===== src/rtl/batcharger_ctrl_gen2.sv =====
// Battery charger controller: trickle / constant-current / constant-voltage charge sequencing.
// Latency: state updates one clk after its inputs; mode/monitor outputs are decoded from the state register one clk later.
// Backpressure: none; thresholds are only acted on while vtok=1. Optional macro: BATCHARGER_TEMP_GUARD_EN (in-charge temperature fault).
module batcharger_ctrl_gen2 #(
  parameter int DW         = 8,
  parameter int TDIV_BITS  = 8,
  parameter int TMAX_W     = 8,
  parameter int RECHG_HYST = 8
) (
  input  logic              clk,
  input  logic              rst,
  input  logic              en,
  input  logic              vtok,
  input  logic [DW-1:0]     vbat,
  input  logic [DW-1:0]     ibat,
  input  logic [DW-1:0]     tbat,
  input  logic [DW-1:0]     vcutoff,
  input  logic [DW-1:0]     vpreset,
  input  logic [DW-1:0]     tempmin,
  input  logic [DW-1:0]     tempmax,
  input  logic [TMAX_W-1:0] tmax,
  input  logic [DW-1:0]     iend,
  output logic              tc,
  output logic              cc,
  output logic              cv,
  output logic              vmonen,
  output logic              imonen,
  output logic              tmonen,
  output logic              timeout,
  output logic [2:0]        state
);

  typedef enum logic [2:0] {
    S_IDLE   = 3'd0,
    S_WAIT   = 3'd1,
    S_TC     = 3'd2,
    S_CC     = 3'd3,
    S_CV     = 3'd4,
    S_DONE   = 3'd5,
    S_TFAULT = 3'd6
  } state_t;

  localparam logic [DW:0] HYST_EXT = (DW+1)'(RECHG_HYST);

  state_t                st;
  logic [TDIV_BITS-1:0]  presc;
  logic [TMAX_W-1:0]     timer;

  logic                  charging;
  logic                  temp_ok;
  logic                  timer_hit;
  logic                  presc_wrap;
  logic                  timer_sat;
  logic [DW:0]           rechg_diff;
  logic [DW-1:0]         rechg_lvl;

  assign state      = st;
  assign charging   = (st == S_TC) || (st == S_CC) || (st == S_CV);
  assign temp_ok    = (tbat > tempmin) && (tbat < tempmax);
  assign timer_hit  = (timer >= tmax);
  assign presc_wrap = &presc;
  assign timer_sat  = &timer;

  // Recharge level = vpreset - hysteresis, clamped at zero (borrow bit selects the clamp).
  assign rechg_diff = {1'b0, vpreset} - HYST_EXT;
  assign rechg_lvl  = rechg_diff[DW] ? '0 : rechg_diff[DW-1:0];

  // Charge FSM with charge timer, timeout flag and registered state decode.
  always_ff @(posedge clk) begin
    if (rst) begin
      st      <= S_IDLE;
      presc   <= '0;
      timer   <= '0;
      timeout <= 1'b0;
      tc      <= 1'b0;
      cc      <= 1'b0;
      cv      <= 1'b0;
      vmonen  <= 1'b0;
      imonen  <= 1'b0;
      tmonen  <= 1'b0;
    end else begin
      // Outputs follow the state register one cycle behind.
      tc     <= (st == S_TC);
      cc     <= (st == S_CC);
      cv     <= (st == S_CV);
      vmonen <= (st == S_TC) || (st == S_CC) || (st == S_DONE);
      imonen <= (st == S_CV);
      tmonen <= (st != S_IDLE);

      // Charge time only accumulates while actually charging.
      if (charging) begin
        presc <= presc + 1'b1;
        if (presc_wrap && !timer_sat) begin
          timer <= timer + 1'b1;
        end
      end

      if (!en) begin
        st      <= S_IDLE;
        timeout <= 1'b0;
      end else if (charging && timer_hit) begin
        st      <= S_DONE;
        timeout <= 1'b1;
`ifdef BATCHARGER_TEMP_GUARD_EN
      end else if (charging && vtok && !temp_ok) begin
        st <= S_TFAULT;
`endif
      end else begin
        case (st)
          S_IDLE: begin
            st    <= S_WAIT;
            presc <= '0;
            timer <= '0;
          end
          S_WAIT: begin
            if (vtok && temp_ok) st <= S_TC;
          end
          S_TC: begin
            if (vtok && (vbat > vcutoff)) st <= S_CC;
          end
          S_CC: begin
            if (vtok && (vbat >= vpreset)) st <= S_CV;
          end
          S_CV: begin
            if (vtok && (ibat < iend)) st <= S_DONE;
          end
          S_DONE: begin
            // Low battery restarts in trickle; a moderate sag restarts in CC.
            if (vtok && ((vbat < vcutoff) || (vbat < rechg_lvl))) begin
              st      <= (vbat < vcutoff) ? S_TC : S_CC;
              presc   <= '0;
              timer   <= '0;
              timeout <= 1'b0;
            end
          end
`ifdef BATCHARGER_TEMP_GUARD_EN
          S_TFAULT: begin
            // Timer is kept so the charge budget resumes where it stopped.
            if (vtok && temp_ok) st <= S_WAIT;
          end
`endif
          default: st <= S_IDLE;
        endcase
      end
    end
  end

endmodule

===== config.mk =====
export PLATFORM = sky130hd
export DESIGN_NAME = batcharger_ctrl_gen2
export DESIGN_NICKNAME = d
export VERILOG_FILES = /design/src/rtl/batcharger_ctrl_gen2.sv
export SDC_FILE = /design/constraint.sdc
export NUM_CORES = 1
export LEC_CHECK = 0
export BUFFER_PORTS_ARGS = -buffer_cell sky130_fd_sc_hd__buf_2
export CORE_UTILIZATION = 30
export DETAILED_ROUTE_END_ITERATION = 8
export PLACE_DENSITY = 0.59
export SKIP_LAST_GASP = 1
export SLEW_MARGIN = 20
export SYNTH_ARGS = -nofsm -noshare
export SYNTH_HDL_FRONTEND = slang
export SYNTH_SLANG_ARGS = --single-unit

===== constraint.sdc =====
create_clock -name clk -period 2.9 [get_ports clk]
set_clock_uncertainty 0.15 [all_clocks]
set_input_delay 0.58 -clock clk [delete_from_list [all_inputs] [get_ports clk]]
set_output_delay 0.58 -clock clk [all_outputs]
set_load 0.02 [all_outputs]

==> flow_metrics.tcl <==
set metrics [dict create \
    insertion_delay_ns 0.27 \
    cp-endpoint "state[2]" \
    drive_gt1_share_pct 26.21 \
    r2r-start "state[1]" \
    critPathKind "in -> reg" \
    ios 86 \
    p_per_area_nw_per_um2 265.5 \
    synth.avg_cell_area_sq_um 7.910 \
    tightest_slew_ns 0.4884 \
    ys_ff_latch 25 \
    multi_input_area_sq_um 1834 \
    finalSetupTns_ns 0 \
    ant_nets 0 \
    routed_via_density 4.778 \
    p_comb_share_pct 34.6 \
    finalCritPeriodShare_pct 95.72 \
    power.switching_w 0.0002611 \
    maxCapViolCount 0 \
    layout_commonest_cell "buf_2" \
    crit_path_start_kind "input port" \
    crit_family "compound AO/OA/AOI/OAI gates" \
    htree_levels 1 \
    yosysWarnings 0 \
    hpwl_microns 5024 \
    drt-initial-drc-count 73 \
    worst_path_max_delay_cell "a311oi_2" \
    dr.pass1.iters 4 \
    dieArea_sq_um 8809 \
    p_int_w 0.0005880 \
    r2r_slack_ns 0.59 \
    ctsHoldBuffers 0 \
    hold_path.class "reg -> reg" \
    reg2reg_depth 7 \
    rsz0062_at_grt "no" \
    ys_seq_area_share_pct 19.77 \
    syn2layout_area_growth_pct 26.35 \
    timing.final.ws_setup_ns 0.1243 \
    cts_sinks 25 \
    worstPathMaxFanout 4 \
    drc 0 \
    slew_headroom_pct 66.60 \
    layout.area.seq_sq_um 500.5 \
    diodes 0 \
    grt_max_degree 17 \
    synth_top_flop_cell "dfxtp_1" \
    r2r-end "timer[5]" \
    via_count 2470 \
    num_rows 33 \
    gp_congestion 0.8045 \
    final_cell_mix "85 x buf_2, 56 x ha_1, 48 x inv_1" \
    critPathRequiredTime_ns 2.95 \
    switching_share_pct 30.75 \
    path_cells "buf_2 -> inv_1 -> ha_1 -> nand3_1 -> nor3_1 -> a21oi_1 -> ha_1 -> nand3_1 -> a211o_1 -> o2bb2ai_2 -> a311oi_2 -> and4bb_1 -> a211oi_2" \
    hold_violations 0 \
    core-area_sq_um 8175 \
    finalNetCount 545 \
    grt_pass1_vias 2436 \
    critical_path_depth 13 \
    fin_crit_ns 2.776 \
    syn_area_sq_um 2531 \
    cts_max_path_buffers 2 \
    synth_cell_type_count 49 \
    end_kind "flop" \
    path_clk_slew_ns 0.09 \
    cts_buffers 3 \
    pre_cts_ws_ns -0.2447 \
    setup_viol 0 \
    status "completed" \
    nFillCells 881 \
    synth_edf_count 0 \
    maxSlewViolCount 0 \
    port_buffers 85 \
    cts_tree "yes" \
    die_width_microns 93.86 \
    fmax_ghz 0.3603 \
    synthCells 320 \
    synthArstFlopShare_pct 0 \
    grt_pass1_wl_microns 10090 \
    synthesis.nets 452 \
    slowest_delay_ns 0.30 \
    grt_overflow_total 0 \
    start_util_pct 30.96 \
    ir_drop_mv 0.1385 \
    critPathBufInv 2 \
    groute.usage.overall_pct 13.93 \
    root_buffer "clkbuf_8" \
    critPathArrivalTime_ns 2.82 \
    leakage_nw 1.680 \
    pwr-share-seq_pct 41.6 \
    wl_microns 5747 \
    wl_per_cell_microns 11.12 \
    p_clk_share_pct 23.7 \
    critPathLaunch "vpreset[3]" \
    die_h_microns 93.86 \
    antenna_found_initial 0 \
]
==> routing by layer <==
metal  routed length [microns]  track usage, %  up-vias  part of all wire (%)
li1                          -               -     1304                     -
met1                      2765           17.17     1121                    48
met2                      2752           25.61       43                    48
met3                       197           1.699        2                   3.4
met4                        31           2.949        0                  0.54
met5                         0               0        -                     0
==> worst min path at each step <==
| stage | startpoint | to | slack, ns | cells past startpoint |
|---|---|---|---|---|
| 3_3_place_gp | presc[1] | presc[1] | 0.31 | 2 |
| 5_1_grt | presc[1] | presc[1] | 0.34 | 2 |
| 6_report | presc[1] | presc[1] | 0.33 | 2 |
| 3_5_place_dp | presc[1] | presc[1] | 0.31 | 2 |
| 4_1_cts | presc[1] | presc[1] | 0.33 | 2 |
| 2_1_floorplan | presc[1] | presc[1] | 0.30 | 2 |
==> power by group through the flow <==
stage	Sequential, W	Combinational, W	Clock (W)
2_1_floorplan	0.000368	0.000165	0
3_3_place_gp	0.000362	0.000286	0
3_5_place_dp	0.000362	0.000292	0
4_1_cts	0.000354	0.000294	0.000208
5_1_grt	0.000355	0.000340	0.000224
6_report	0.000354	0.000294	0.000201
==> cell usage after synthesis, types with 2 or more instances <==
| cell type | number | share of area (%) |
|---|---|---|
| a211oi_1 | 4 | 1.2 |
| dfxtp_1 | 25 | 20 |
| xnor2_1 | 7 | 2.4 |
| xor2_1 | 8 | 2.8 |
| a21oi_1 | 16 | 3.2 |
| nor3b_1 | 2 | 0.59 |
| nand4_1 | 7 | 1.7 |
| clkbuf_1 | 2 | 0.30 |
| nand2b_1 | 8 | 2.0 |
| nor2b_1 | 6 | 1.5 |
| nor2_1 | 33 | 4.9 |
| a21o_1 | 7 | 2.1 |
| nor3_1 | 3 | 0.59 |
| o21ai_0 | 14 | 2.8 |
| a31oi_1 | 2 | 0.49 |
| a2111oi_0 | 3 | 1.0 |
| nor4b_1 | 2 | 0.69 |
| o21a_1 | 3 | 0.89 |
| ha_1 | 56 | 28 |
| and3_1 | 4 | 0.99 |
| and4_1 | 3 | 1.0 |
| nor2_2 | 2 | 0.49 |
| inv_1 | 48 | 7.1 |
| nand2_1 | 17 | 2.5 |
| mux2i_1 | 2 | 0.79 |
| o21bai_1 | 2 | 0.59 |
| buf_4 | 2 | 0.59 |
| nand3_1 | 11 | 2.2 |
==> sequential cells by signal, summed over array words and instances (netlist names) <==
name / flops
cc: 1
timeout: 1
timer: 8
state: 3
presc: 8
vmonen: 1
imonen: 1
tc: 1
tmonen: 1
==> area by class of cell <==
type / count / share of cell area [%]
sequential: 25 / 15.65
tap: 105 / 4.108
inverter: 48 / 5.634
clock buffer: 3 / 1.291
timing repair buffer: 94 / 15.81
clock inverter: 1 / 0.1565
multi-input combinational: 241 / 57.36
==> timing repair <==
item	CTS	global route
setup buffers	0	1
endpoints found under the setup margin	0	12
gates resized for setup	0	2
==> per-stage QoR <==
stage,std cells,hold WS (ns),util (%),power (W),cell area [sq um]
floorplan,320,0.2991,-,0.0005330,2536
global placement,512,0.3097,38.32,0.0006475,3133
detailed placement,512,0.3133,38.32,0.0006538,3133
CTS,516,0.3258,38.89,0.0008557,3179
global route,517,0.3394,39.12,0.0009193,3198
finish,517,0.3290,39.12,0.0008491,3198
==> cell families (layout without fill, tap and decap cells) <==
| logic type | Yosys count | after routing | synth area share, % |
|---|---|---|---|
| AO/OA/AOI/OAI | 64 | 64 | 16.71 |
| XOR/XNOR | 15 | 15 | 5.190 |
| adder cells (fa/ha/maj) | 56 | 56 | 27.68 |
| buffers and inverters | 54 | 146 | 8.353 |
| flip-flops | 25 | 25 | 19.77 |
| multiplexers | 2 | 2 | 0.7909 |
| AND/OR/NAND/NOR | 104 | 104 | 21.50 |
==> worst register-to-register path: stages (launching register included) <==
cell and delay [ns]:
dfxtp_1 0.43, or3b_4 0.45, a211oi_2 0.27, and4_1 0.35
and3_1 0.24, nand4_1 0.12, xor2_1 0.17, nor2_2 0.04
(Power assumes the default switching activity.)
